===== src/rtl/run_length_detector.sv =====
// Purpose : flags when the serial input w has held one value for RUN_LEN or more enabled samples.
// Latency : z/hit are registered-state outputs, visible one edge after the RUN_LEN-th enabled sample.
// Backpressure: none; en=0 freezes the run (hit pulse still drops), sclr restarts it.
//
// Ports:
//   clk      rising-edge clock
//   aclr     asynchronous clear, active-high (whole block, including ev_cnt)
//   sclr     synchronous run clear (state IDLE, run_cnt 0, hit 0; ev_cnt kept)
//   en       sample enable for w
//   w        serial data input
//   mode     00 both values, 01 ones only, 10 zeros only, 11 none
//   clr_ev   synchronous clear of ev_cnt (wins over increment)
//   z        level: current run >= RUN_LEN and its value is allowed by mode
//   z_val    value of the current run (meaningful when state_o != IDLE)
//   hit      one-cycle pulse when the run first reaches RUN_LEN (mode-gated)
//   run_cnt  current run length, saturating at RUN_LEN
//   ev_cnt   number of counted hits, saturating at all-ones
//   state_o  00 IDLE, 01 RUN0, 10 RUN1
module run_length_detector #(
    parameter  int RUN_LEN = 4,
    parameter  int EV_W    = 8,
    localparam int CW      = $clog2(RUN_LEN + 1)
) (
    input  logic            clk,
    input  logic            aclr,
    input  logic            sclr,
    input  logic            en,
    input  logic            w,
    input  logic [1:0]      mode,
    input  logic            clr_ev,
    output logic            z,
    output logic            z_val,
    output logic            hit,
    output logic [CW-1:0]   run_cnt,
    output logic [EV_W-1:0] ev_cnt,
    output logic [1:0]      state_o
);

    typedef enum logic [1:0] {
        IDLE = 2'b00,
        RUN0 = 2'b01,
        RUN1 = 2'b10
    } state_t;

    localparam logic [CW-1:0]   RUN_MAX = CW'(RUN_LEN);
    localparam logic [CW-1:0]   RUN_PRE = CW'(RUN_LEN - 1);
    localparam logic [EV_W-1:0] EV_MAX  = {EV_W{1'b1}};

    state_t          state_q, state_d;
    logic [CW-1:0]   cnt_q,   cnt_d;
    logic            zval_q,  zval_d;
    logic            hit_q,   hit_d;
    logic [EV_W-1:0] ev_q,    ev_d;

    // Mode mask: which run values are allowed to raise z / hit / count.
    function automatic logic allow(input logic [1:0] m, input logic v);
        return (m == 2'b00) | ((m == 2'b01) & v) | ((m == 2'b10) & ~v);
    endfunction

    // Next-state logic. sclr outranks en; hit_d only fires on the exact
    // RUN_LEN-1 -> RUN_LEN step, so a saturated run never re-hits.
    always_comb begin
        state_d = state_q;
        cnt_d   = cnt_q;
        zval_d  = zval_q;
        hit_d   = 1'b0;
        if (sclr) begin
            state_d = IDLE;
            cnt_d   = '0;
        end else if (en) begin
            if (state_q == (w ? RUN1 : RUN0)) begin
                if (cnt_q != RUN_MAX) begin
                    cnt_d = cnt_q + CW'(1);
                end
                if (cnt_q == RUN_PRE) begin
                    hit_d = 1'b1;
                end
            end else begin
                // From IDLE or a run of the other value: start a fresh run.
                state_d = w ? RUN1 : RUN0;
                cnt_d   = CW'(1);
                zval_d  = w;
            end
        end
    end

    // Event counter. On a hitting edge w equals the run value, so the mask
    // is applied to w as sampled at that edge.
    always_comb begin
        ev_d = ev_q;
        if (clr_ev) begin
            ev_d = '0;
        end else if (hit_d && allow(mode, w) && (ev_q != EV_MAX)) begin
            ev_d = ev_q + EV_W'(1);
        end
    end

    always_ff @(posedge clk or posedge aclr) begin
        if (aclr) begin
            state_q <= IDLE;
            cnt_q   <= '0;
            zval_q  <= 1'b0;
            hit_q   <= 1'b0;
            ev_q    <= '0;
        end else begin
            state_q <= state_d;
            cnt_q   <= cnt_d;
            zval_q  <= zval_d;
            hit_q   <= hit_d;
            ev_q    <= ev_d;
        end
    end

    // Outputs depend only on registered state plus the quasi-static mode,
    // so a mode change is reflected immediately without a w path.
    assign z       = (cnt_q == RUN_MAX) & allow(mode, zval_q);
    assign hit     = hit_q & allow(mode, zval_q);
    assign z_val   = zval_q;
    assign run_cnt = cnt_q;
    assign ev_cnt  = ev_q;
    assign state_o = state_q;

endmodule


===== config.mk =====
export PLATFORM = sky130hd
export DESIGN_NAME = run_length_detector
export DESIGN_NICKNAME = d
export VERILOG_FILES = /design/src/rtl/run_length_detector.sv
export SDC_FILE = /design/constraint.sdc
export NUM_CORES = 1
export LEC_CHECK = 0
export ABC_AREA = 1
export BUFFER_PORTS_ARGS = -buffer_cell sky130_fd_sc_hd__buf_4
export CAP_MARGIN = 20
export CORE_MARGIN = 10
export CORE_UTILIZATION = 40
export CTS_BUF_LIST = sky130_fd_sc_hd__clkbuf_4
export CTS_CLUSTER_SIZE = 8
export DETAILED_ROUTE_END_ITERATION = 10
export PLACE_DENSITY_LB_ADDON = 0.3
export SYNTH_ARGS = -nofsm -noshare
export SYNTH_HDL_FRONTEND = slang
export SYNTH_SLANG_ARGS = --single-unit

===== constraint.sdc =====
create_clock -name clk -period 1.8 [get_ports clk]
set_input_delay 0.18 -clock clk [delete_from_list [all_inputs] [get_ports clk]]
set_output_delay 0.18 -clock clk [all_outputs]
set_load 0.01 [all_outputs]

==> results of run 1 <==
[cells in the final DEF (no fill, tap or decap), types with 2 or more instances in the layout]
cell type  Yosys  routed
clkbuf_4       0       4
nand2_2        5       5
o21ai_1        4       4
inv_2          2       2
nand3_2        2       2
nor2_1         6       6
nand4_1        3       3
inv_1         18      18
ha_1           4       4
nor2_4         3       3
nand2_4        3       3
nand2_1       27      27
nand3_1       20      20
buf_4          0      23
xor2_1         4       4
dfrtp_1       15      15
[power by group]
part | total (mW) | switching, mW | internal, mW
Sequential | 0.357 | 0.0102 | 0.347
Combinational | 0.118 | 0.0703 | 0.0475
Clock | 0.205 | 0.104 | 0.101
Total | 0.680 | 0.185 | 0.495
[critical path, cell delays in order, from the launching register on]
cell and delay (ns):
dfrtp_1 0.42, inv_1 0.07, ha_1 0.19, nand2_1 0.15
nor2_1 0.07, buf_4 0.14
[kinds of logic (layout without fill, tap and decap cells)]
kind of cell	after synthesis	after routing	synth area share [%]
buf+inv	22	49	8.291
fa+ha+maj	4	4	4.951
xor+xnor	5	5	4.331
simple gates	73	73	39.98
flops	15	15	37.13
mux	1	1	1.114
compound gates	7	7	4.208
[sequential cells by signal (all words and copies together) (netlist names)]
name,count
ev_cnt,8
run_cnt,3
state_o,2
hit_q,1
z_val,1
[per-layer routing]
layer	wire, µm	share of wire (%)	global-route usage, %
met4	16	0.68	3.289
met3	155	6.6	2.825
met5	0	0	0
met1	1043	44	11.03
met2	1132	48	16.87
[worst paths after layout]
check	depth (start not counted)	endpoint	start	slack, ns
worst min-delay path	3	z_val$_DFFE_PP0P_	w	0.17
worst max-delay path	5	z	run_cnt[0]$_DFFE_PP0P_	0.30
worst max register to register	8	ev_cnt[6]$_DFFE_PP0P_	ev_cnt[0]$_DFFE_PP0P_	0.32
worst min register to register	2	z_val$_DFFE_PP0P_	z_val$_DFFE_PP0P_	0.57
max in group asynchronous	3	run_cnt[0]$_DFFE_PP0P_	aclr	0.93
min in group asynchronous	3	hit_q$_DFF_PP0_	aclr	0.50
[stage by stage]
stage / utilization [%] / std cells / instance area, µm²
after CTS: 51.17 / 184 / 1256
after detailed placement: 49.54 / 179 / 1216
final: 51.17 / 184 / 1256
after global placement: 49.54 / 179 / 1216
after floorplan: - / 127 / 1011
after global routing: 51.17 / 184 / 1256
[Yosys cell counts, drive strengths merged]
| cell | n | share of area [%] |
|---|---|---|
| a21oi | 1 | 0.87 |
| buf | 1 | 0.49 |
| clkinv | 1 | 0.37 |
| dfrtp | 15 | 37 |
| ha | 4 | 5.0 |
| inv | 20 | 7.4 |
| mux2 | 1 | 1.1 |
| nand2 | 35 | 16 |
| nand3 | 23 | 14 |
| nand4 | 4 | 3.1 |
| nor2 | 10 | 6.2 |
| o21ai | 6 | 3.3 |
| or2 | 1 | 0.62 |
| xnor2 | 1 | 0.87 |
| xor2 | 4 | 3.5 |
[layout make-up]
class	count	area, µm²	area share (%)
clock buffer	4	30.03	2.390
inverter	21	78.83	6.275
multi-input combinational	90	551.8	43.92
sequential	15	375.4	29.88
tap	30	37.54	2.988
timing repair buffer	24	182.7	14.54
==> out/qor.yml, run 1 <==
cts:
  cts_tree: "yes"
  ctsResizeCount: 0
  cts_root_buf: "clkbuf_4"
  clk_latency_ns: 0.28
  clock_sinks: 15
  cts_buffers: 3
  cts_max_level: 1
  path_clk_slew_ns: 0.09
  cts_hold_buf: 1
  post_cts_buffers: 0
  cts_max_path_buffers: 2
floorplan:
  die_x_um: 70.28
  die_h_um: 70.28
  die_area_mm2: 0.004939
  initial_utilization_pct: 41.18
  rows: 18
  coreArea_mm2: 0.002455
  ios: 24
timing:
  fmax_mhz: 667.1
  hold_viol: 0
  grt_setup_unrepaired: "false"
  fin_setup_tns_ns: 0
  period_share_pct: 83.27
  worstMarginPinSlew_ns: 0.5552
  skew_ns: 0.007924
  min_period_ns: 1.499
  setup_ws_ns: 0.3011
  max_slew_margin_pct: 62.95
  whs_ns: 0.1656
  slew_violations: 0
  setup_viol: 0
layout:
  drive_gt1_share_pct: 31.82
  fill_cells: 239
  syn2layout_area_growth_pct: 24.26
  insertedDiodeCount: 0
  layout.nets: 167
placed_design:
  gp_congestion: 0.8188
  pre_cts_ws_ns: 0.3367
  hpwl_um: 1857
  portBuffers: 23
synthesis:
  synth_fp_nets: 139
  ys_types: 25
  avgSynthCellArea_um2: 7.960
  ys_warn_count: 0
  synthesis.instances: 127
  yosysSeqAreaShare_pct: 37.13
  synth_area_mm2: 0.001011
  ys_ff_latch: 15
detailed_routing:
  avgRoutedWirePerCell_um: 12.76
  viasPerCell: 4.973
  postRouteAntennaNets: 0
  vias: 915
  wirelength_um: 2347
  first_iter_violations: 53
  drtPass1Iterations: 5
  remaining_drc_errors: 0
run_status:
  status: "finished clean"
power:
  power.total_mw: 0.6801
  power_density_mw_per_mm2: 541.4
  p_leak_nw: 0.6956
  ir_drop_v: 0.0003710
global_routing:
  antenna_found_initial: 0
  grt_pass1_wl_um: 4160
  grt.overflow.total: 0
  grt_max_degree: 17
  grt_pass1_vias: 985
  grt_use_total_pct: 9.745
worst_setup_path:
  cp.required_ns: 1.62
  cp_max_fo: 5
  start_kind: "flop"
  worstSetupPathType: "reg -> out"
  end_kind: "output pin"
  arrival_ns: 1.32
run:
  maxCapViolCount: 0
hold_path:
  min_path_type: "in -> reg"
No activity file was read; power rests on OpenSTA's default activity.
==> run 2, diff against run 1 <==
==> constraint.sdc (replaced) <==
create_clock -name clk -period 1.6 [get_ports clk]
set_input_delay 0.16 -clock clk [delete_from_list [all_inputs] [get_ports clk]]
set_output_delay 0.16 -clock clk [all_outputs]
set_load 0.01 [all_outputs]
==> run 2 against run 1 <==
Net effect:
- via count grew 2.0%
- sequential share of layout area shrank 1.7 points
- sequential cell count is the same
- register-to-register slack lost 0.20 ns
- critical endpoint is now ev_cnt[5]$_DFFE_PP0P_
- cell area grew 6.0%
- clock-buffer cell count is the same
- utilization grew 3.1 points
- highest routed layer unchanged
- largest cell class unchanged
- clock power grew 16%
==> out/qor.yml, run 2 (same netlist as run 1, synthesis figures left out) <==
run_status:
  status: "finished clean"
layout:
  final_cells: 187  # +1.6%
  fill_cells: 223  # -6.7%
  largest_reg_flops: 8  # unchanged
  syn2layout_area_growth_pct: 31.68
  drive_gt1_share_pct: 38.85  # +7.0 points
  layout.nets: 170  # +1.8%
  final_cell_mix: "nand2_1 (26), buf_4 (26), inv_1 (18), dfrtp_1 (15), nand3_1 (14)"
  insertedDiodeCount: 0  # unchanged
power:
  pwr-share-comb_pct: 18.0  # +0.7 points
  p_sw_share_pct: 28.05  # +0.88 points
  power_density_mw_per_mm2: 585.0  # +8.1%
  p_switching_mw: 0.2184  # +18%
  power.total_mw: 0.7788  # +15%
  p_leak_nw: 0.7162  # +3.0%
  p_clk_share_pct: 30.5  # +0.3 points
  ir_drop_v: 0.0004396  # +18%
  seqPwrFrac_pct: 51.5  # -1.0 points
  internal_power_mw: 0.5604  # +13%
worst_setup_path:
  path_depth: 8  # +3
  end_kind: "flop"
  slowest_stage: "dfrtp_1"
  path_cells: "ha_2 -> ha_4 -> nand2_4 -> clkinv_1 -> nand4_2 -> nor2_4 -> nand3_1 -> nand2_1"
  start_kind: "flop"
  critPathMaxStageDelay_ns: 0.42  # about the same
  critPathCapture: "ev_cnt[5]$_DFFE_PP0P_"
  crit_start: "run_cnt[0]$_DFFE_PP0P_"
  cp_max_fo: 7  # +2
  worstSetupPathType: "reg -> reg"
  reg2reg_from: "run_cnt[0]$_DFFE_PP0P_"
  r2r_slack_ns: 0.12  # -0.20 ns
  arrival_ns: 1.72  # +0.40 ns
  rr_endpoint: "ev_cnt[5]$_DFFE_PP0P_"
  cp_top_family: "simple AND/OR/NAND/NOR gates"
  cp.required_ns: 1.84  # +0.22 ns
  r2r.worst_path.cells: 8  # unchanged
  crit_buf_inv: 1  # -1
placed_design:
  hpwl_um: 1879  # +1.2%
  gp_congestion: 0.8187  # about the same
  portBuffers: 23  # unchanged
  placed_cells: 179  # unchanged
floorplan:
  initial_utilization_pct: 41.18  # unchanged
  die_h_um: 70.28  # unchanged
  coreArea_mm2: 0.002455  # unchanged
  rows: 18  # unchanged
  ios: 24  # unchanged
  die_area_mm2: 0.004939  # unchanged
  die_x_um: 70.28  # unchanged
timing:
  fin_setup_tns_ns: 0  # unchanged
  period_share_pct: 92.57
  grt_setup_unrepaired: "false"
  skew_ns: 0.01023  # +0.002303 ns
  hold_viol: 0  # unchanged
  slew_violations: 0  # unchanged
  worstMarginPinSlew_ns: 0.5794  # +0.02420 ns
  min_period_ns: 1.481
  setup_viol: 0  # unchanged
  max_slew_margin_pct: 61.33  # -1.6 points
  fmax_mhz: 675.2
global_routing:
  grt_use_total_pct: 9.897  # +0.15 points
  grt_use_met2_pct: 16.87  # unchanged
  grt_pass1_vias: 967  # -1.8%
  grt_pass1_wl_um: 4126  # -0.82%
  grt.overflow.total: 0  # unchanged
  grt_max_degree: 17  # unchanged
  busiest_layer: "met2"
  antenna_found_initial: 0  # unchanged
  met1_usage_pct: 10.73  # -0.30 points
  grtUsageMet3_pct: 2.825  # unchanged
hold_path:
  min_path_type: "in -> reg"
cts:
  cts_buffers: 3  # unchanged
  cts_max_level: 1  # unchanged
  cts_root_buf: "clkbuf_4"
  clk_latency_ns: 0.29  # about the same
  cts_max_path_buffers: 2  # unchanged
  cts_tree: "yes"
  path_clk_slew_ns: 0.09  # about the same
  clock_sinks: 15  # unchanged
detailed_routing:
  avgRoutedWirePerCell_um: 13.11  # +2.8%
  remaining_drc_errors: 0  # unchanged
  viasPerCell: 4.989  # +0.33%
  first_iter_violations: 51  # -3.8%
  postRouteAntennaNets: 0  # unchanged
  vias: 933  # +2.0%
  drtPass1Iterations: 4  # -1
  wirelength_um: 2451  # +4.4%
run:
  maxCapViolCount: 0  # unchanged
[run 2: how the worst min path moves through the flow]
stage               start               endpoint  slack [ns]  depth (start not counted)
finish                  w      z_val$_DFFE_PP0P_        0.14                          3
floorplan            aclr  ev_cnt[0]$_DFFE_PP0P_        0.06                          1
CTS                     w      z_val$_DFFE_PP0P_        0.13                          3
global placement     aclr  ev_cnt[2]$_DFFE_PP0P_        0.25                          2
detailed placement   aclr  ev_cnt[2]$_DFFE_PP0P_        0.26                          2
global route            w      z_val$_DFFE_PP0P_        0.16                          3
[run 2: worst register-to-register path, cell delays in order, from the launching register on]
cell and delay, ns:
dfrtp_1 0.42, ha_2 0.23, ha_4 0.14, nand2_4 0.05, clkinv_1 0.05, nand4_2 0.09
nor2_4 0.27, nand3_1 0.10, nand2_1 0.09
[run 2: power groups by stage]
| stage | sequential [mW] | clock, mW | combinational, mW |
|---|---|---|---|
| 6_report | 0.401 | 0.238 | 0.140 |
| 5_1_grt | 0.404 | 0.266 | 0.154 |
| 4_1_cts | 0.402 | 0.242 | 0.135 |
| 3_5_place_dp | 0.409 | 0 | 0.132 |
| 3_3_place_gp | 0.409 | 0 | 0.130 |
| 2_1_floorplan | 0.414 | 0 | 0.0749 |
[run 2: stage by stage]
stage	cell area [µm²]	utilization (%)	hold slack (ns)	setup slack, ns
final	1331	54.23	0.1358	0.1189
after global routing	1331	54.23	0.1621	0.001243
after CTS	1256	51.17	0.1301	0.1072
after detailed placement	1216	49.54	0.2586	0.1261
after global placement	1216	49.54	0.2540	0.1548
after floorplan	1011	-	0.06148	0.2522
[run 2: layout make-up]
type                            count  area (µm²)  share of cell area [%]
Clock buffer                        4       30.03                   2.256
Inverter                           21       78.83                   5.921
Multi-Input combinational cell     90       604.3                   45.39
Sequential cell                    15       375.4                   28.20
Tap cell                           30       37.54                   2.820
Timing Repair Buffer               27       205.2                   15.41
[run 2: routing by layer]
metal,routed length [µm],share of wire [%]
met2,1192,49
met5,0,0
met4,55,2.2
met3,141,5.8
met1,1061,43
[run 2: timing repair]
| item | 4_1_cts | 5_1_grt |
|---|---|---|
| endpoints found under the setup margin | 0 | 6 |
| setup buffers | 0 | 3 |
| hold buffers | 1 | 0 |
| resized for setup | 0 | 11 |
| hold endpoints to repair | 15 | 0 |
==> run 3, diff against run 2 <==
--- a/config.mk
+++ b/config.mk
@@ -9,7 +9,7 @@
 export BUFFER_PORTS_ARGS = -buffer_cell sky130_fd_sc_hd__buf_4
 export CAP_MARGIN = 20
 export CORE_MARGIN = 10
-export CORE_UTILIZATION = 40
+export CORE_UTILIZATION = 51
 export CTS_BUF_LIST = sky130_fd_sc_hd__clkbuf_4
 export CTS_CLUSTER_SIZE = 8
 export DETAILED_ROUTE_END_ITERATION = 10
==> run 3 against run 2 <==
Net effect:
- sequential cell count is the same
- non-clock buffer count shrank 3
- clock power shrank 6%
- sequential share of layout area grew 1.8 points
- largest power group unchanged
- critical endpoint is now ev_cnt[2]$_DFFE_PP0P_
- worst setup slack gained 0.019 ns
==> out/qor.yml, run 3 (same netlist as run 1, synthesis figures left out) <==
cts:
  path_clk_slew_ns: 0.08  # about the same
  clk_latency_ns: 0.27  # -0.02 ns
  cts_root_buf: "clkbuf_4"
  post_cts_buffers: 0  # unchanged
  cts_buffers: 3  # unchanged
  clock_sinks: 15  # unchanged
  cts_max_path_buffers: 2  # unchanged
  cts_max_level: 1  # unchanged
  cts_tree: "yes"
placed_design:
  portBuffers: 23  # unchanged
  hpwl_um: 1870  # -0.49%
  gp_congestion: 0.8390  # +2.5%
layout:
  final_cell_mix: "nand2_1 (27), buf_4 (23), nand3_1 (20), inv_1 (18), dfrtp_1 (15)"
  final_common_cell: "nand2_1"
  insertedDiodeCount: 0  # unchanged
  syn2layout_area_growth_pct: 23.89
  largest_reg_flops: 8  # unchanged
  layout.nets: 167  # -1.8%
  drive_gt1_share_pct: 31.82  # -7.0 points
power:
  power_density_mw_per_mm2: 604.8  # +3.4%
  ir_drop_v: 0.0003441  # -22%
  p_leak_nw: 0.6956  # -2.9%
worst_setup_path:
  arrival_ns: 1.68  # -0.04 ns
  worstSetupPathType: "reg -> reg"
  cp.required_ns: 1.81  # -0.03 ns
  end_kind: "flop"
  r2r_slack_ns: 0.14  # +0.02 ns
  cp_max_fo: 7  # unchanged
  start_kind: "flop"
timing:
  fin_setup_tns_ns: 0  # unchanged
  setup_viol: 0  # unchanged
  whs_ns: 0.1414  # +0.005617 ns
  hold_viol: 0  # unchanged
  fmax_mhz: 683.7  # +1.3%
  max_slew_margin_pct: 62.05  # +0.72 points
  slew_violations: 0  # unchanged
  skew_ns: 0.0006866  # -0.009541 ns
  grt_setup_unrepaired: "false"
  period_share_pct: 91.41  # -1.2 points
  min_period_ns: 1.463  # -0.01853 ns
  worstMarginPinSlew_ns: 0.5686  # -0.01076 ns
global_routing:
  grt_use_total_pct: 11.08  # +1.2 points
  grt_max_degree: 17  # unchanged
  grt.overflow.total: 0  # unchanged
  antenna_found_initial: 0  # unchanged
  grt_pass1_wl_um: 3939  # -4.5%
  grt_pass1_vias: 960  # -0.72%
detailed_routing:
  wirelength_um: 2253  # -8.1%
  viasPerCell: 4.939  # -1.0%
  avgRoutedWirePerCell_um: 12.45  # -5.0%
  postRouteAntennaNets: 0  # unchanged
  first_iter_violations: 44  # -14%
  remaining_drc_errors: 0  # unchanged
  drtPass1Iterations: 4  # unchanged
  vias: 894  # -4.2%
floorplan:
  ios: 24  # unchanged
  die_h_um: 64.52  # -8.2%
  coreArea_mm2: 0.001922  # -22%
  rows: 16  # -2
  die_x_um: 64.52  # -8.2%
  die_area_mm2: 0.004163  # -16%
  initial_utilization_pct: 52.60  # +11 points
run:
  maxCapViolCount: 0  # unchanged
run_status:
  status: "finished clean"
hold_path:
  min_path_type: "in -> reg"
[run 3: path summary, 6_finish.rpt]
check / from / end / cells past startpoint
setup / recovery: ev_cnt[0]$_DFFE_PP0P_ / ev_cnt[2]$_DFFE_PP0P_ / 8
hold / removal: w / z_val$_DFFE_PP0P_ / 3
setup reg to reg: ev_cnt[0]$_DFFE_PP0P_ / ev_cnt[2]$_DFFE_PP0P_ / 8
hold reg to reg: z_val$_DFFE_PP0P_ / z_val$_DFFE_PP0P_ / 2
max in group asynchronous: aclr / ev_cnt[2]$_DFFE_PP0P_ / 3
min in group asynchronous: aclr / state_o[0]$_DFFE_PP0P_ / 3
[run 3: power breakdown]
part           leakage, nW  internal, mW  switching, mW  total (mW)
Sequential           0.206         0.390         0.0121       0.402
Combinational        0.472        0.0536         0.0779       0.131
Clock               0.0184         0.113          0.110       0.224
Total                0.696         0.557          0.200       0.758
[run 3: repair_timing]
| item | in CTS | in global routing |
|---|---|---|
| hold buffers | 1 | 0 |
| hold endpoints to repair | 15 | 0 |
| resized for setup | 0 | 0 |
[run 3: stage by stage]
step / setup WS [ns] / power (mW) / cell area, µm² / util, % / instances
2_1_floorplan: 0.2522 / 0.4884 / 1011 / - / 127
3_3_place_gp: 0.1530 / 0.5365 / 1212 / 63.09 / 176
3_5_place_dp: 0.1533 / 0.5415 / 1212 / 63.09 / 176
4_1_cts: 0.1329 / 0.7695 / 1252 / 65.17 / 181
5_1_grt: 0.02537 / 0.8034 / 1252 / 65.17 / 181
6_report: 0.1374 / 0.7575 / 1252 / 65.17 / 181
[run 3: layer usage]
metal / part of all wire [%] / track usage [%] / vias up
li1: - / - / 459
met4: 0.31 / 3.209 / 0
met1: 44 / 12.35 / 412
met5: 0 / 0 / -
met2: 49 / 19.46 / 21
met3: 6.1 / 3.780 / 2
[run 3: critical path, cell delays in order, from the launching register on]
cell and delay, ns:
dfrtp_1 0.44, ha_1 0.24, nand2_1 0.13, nor2_4 0.06, nand2_1 0.07, nand3_2 0.08, nor2_4 0.19, nand3_1 0.10
nand2_1 0.09
[run 3: cell type report]
| cell class | count | area [µm²] |
|---|---|---|
| Multi-Input combinational cell | 90 | 551.8 |
| Fill cell | 188 | 669.4 |
| Inverter | 21 | 78.83 |
| Tap cell | 27 | 33.78 |
| Timing Repair Buffer | 24 | 182.7 |
| Clock buffer | 4 | 30.03 |
| Sequential cell | 15 | 375.4 |
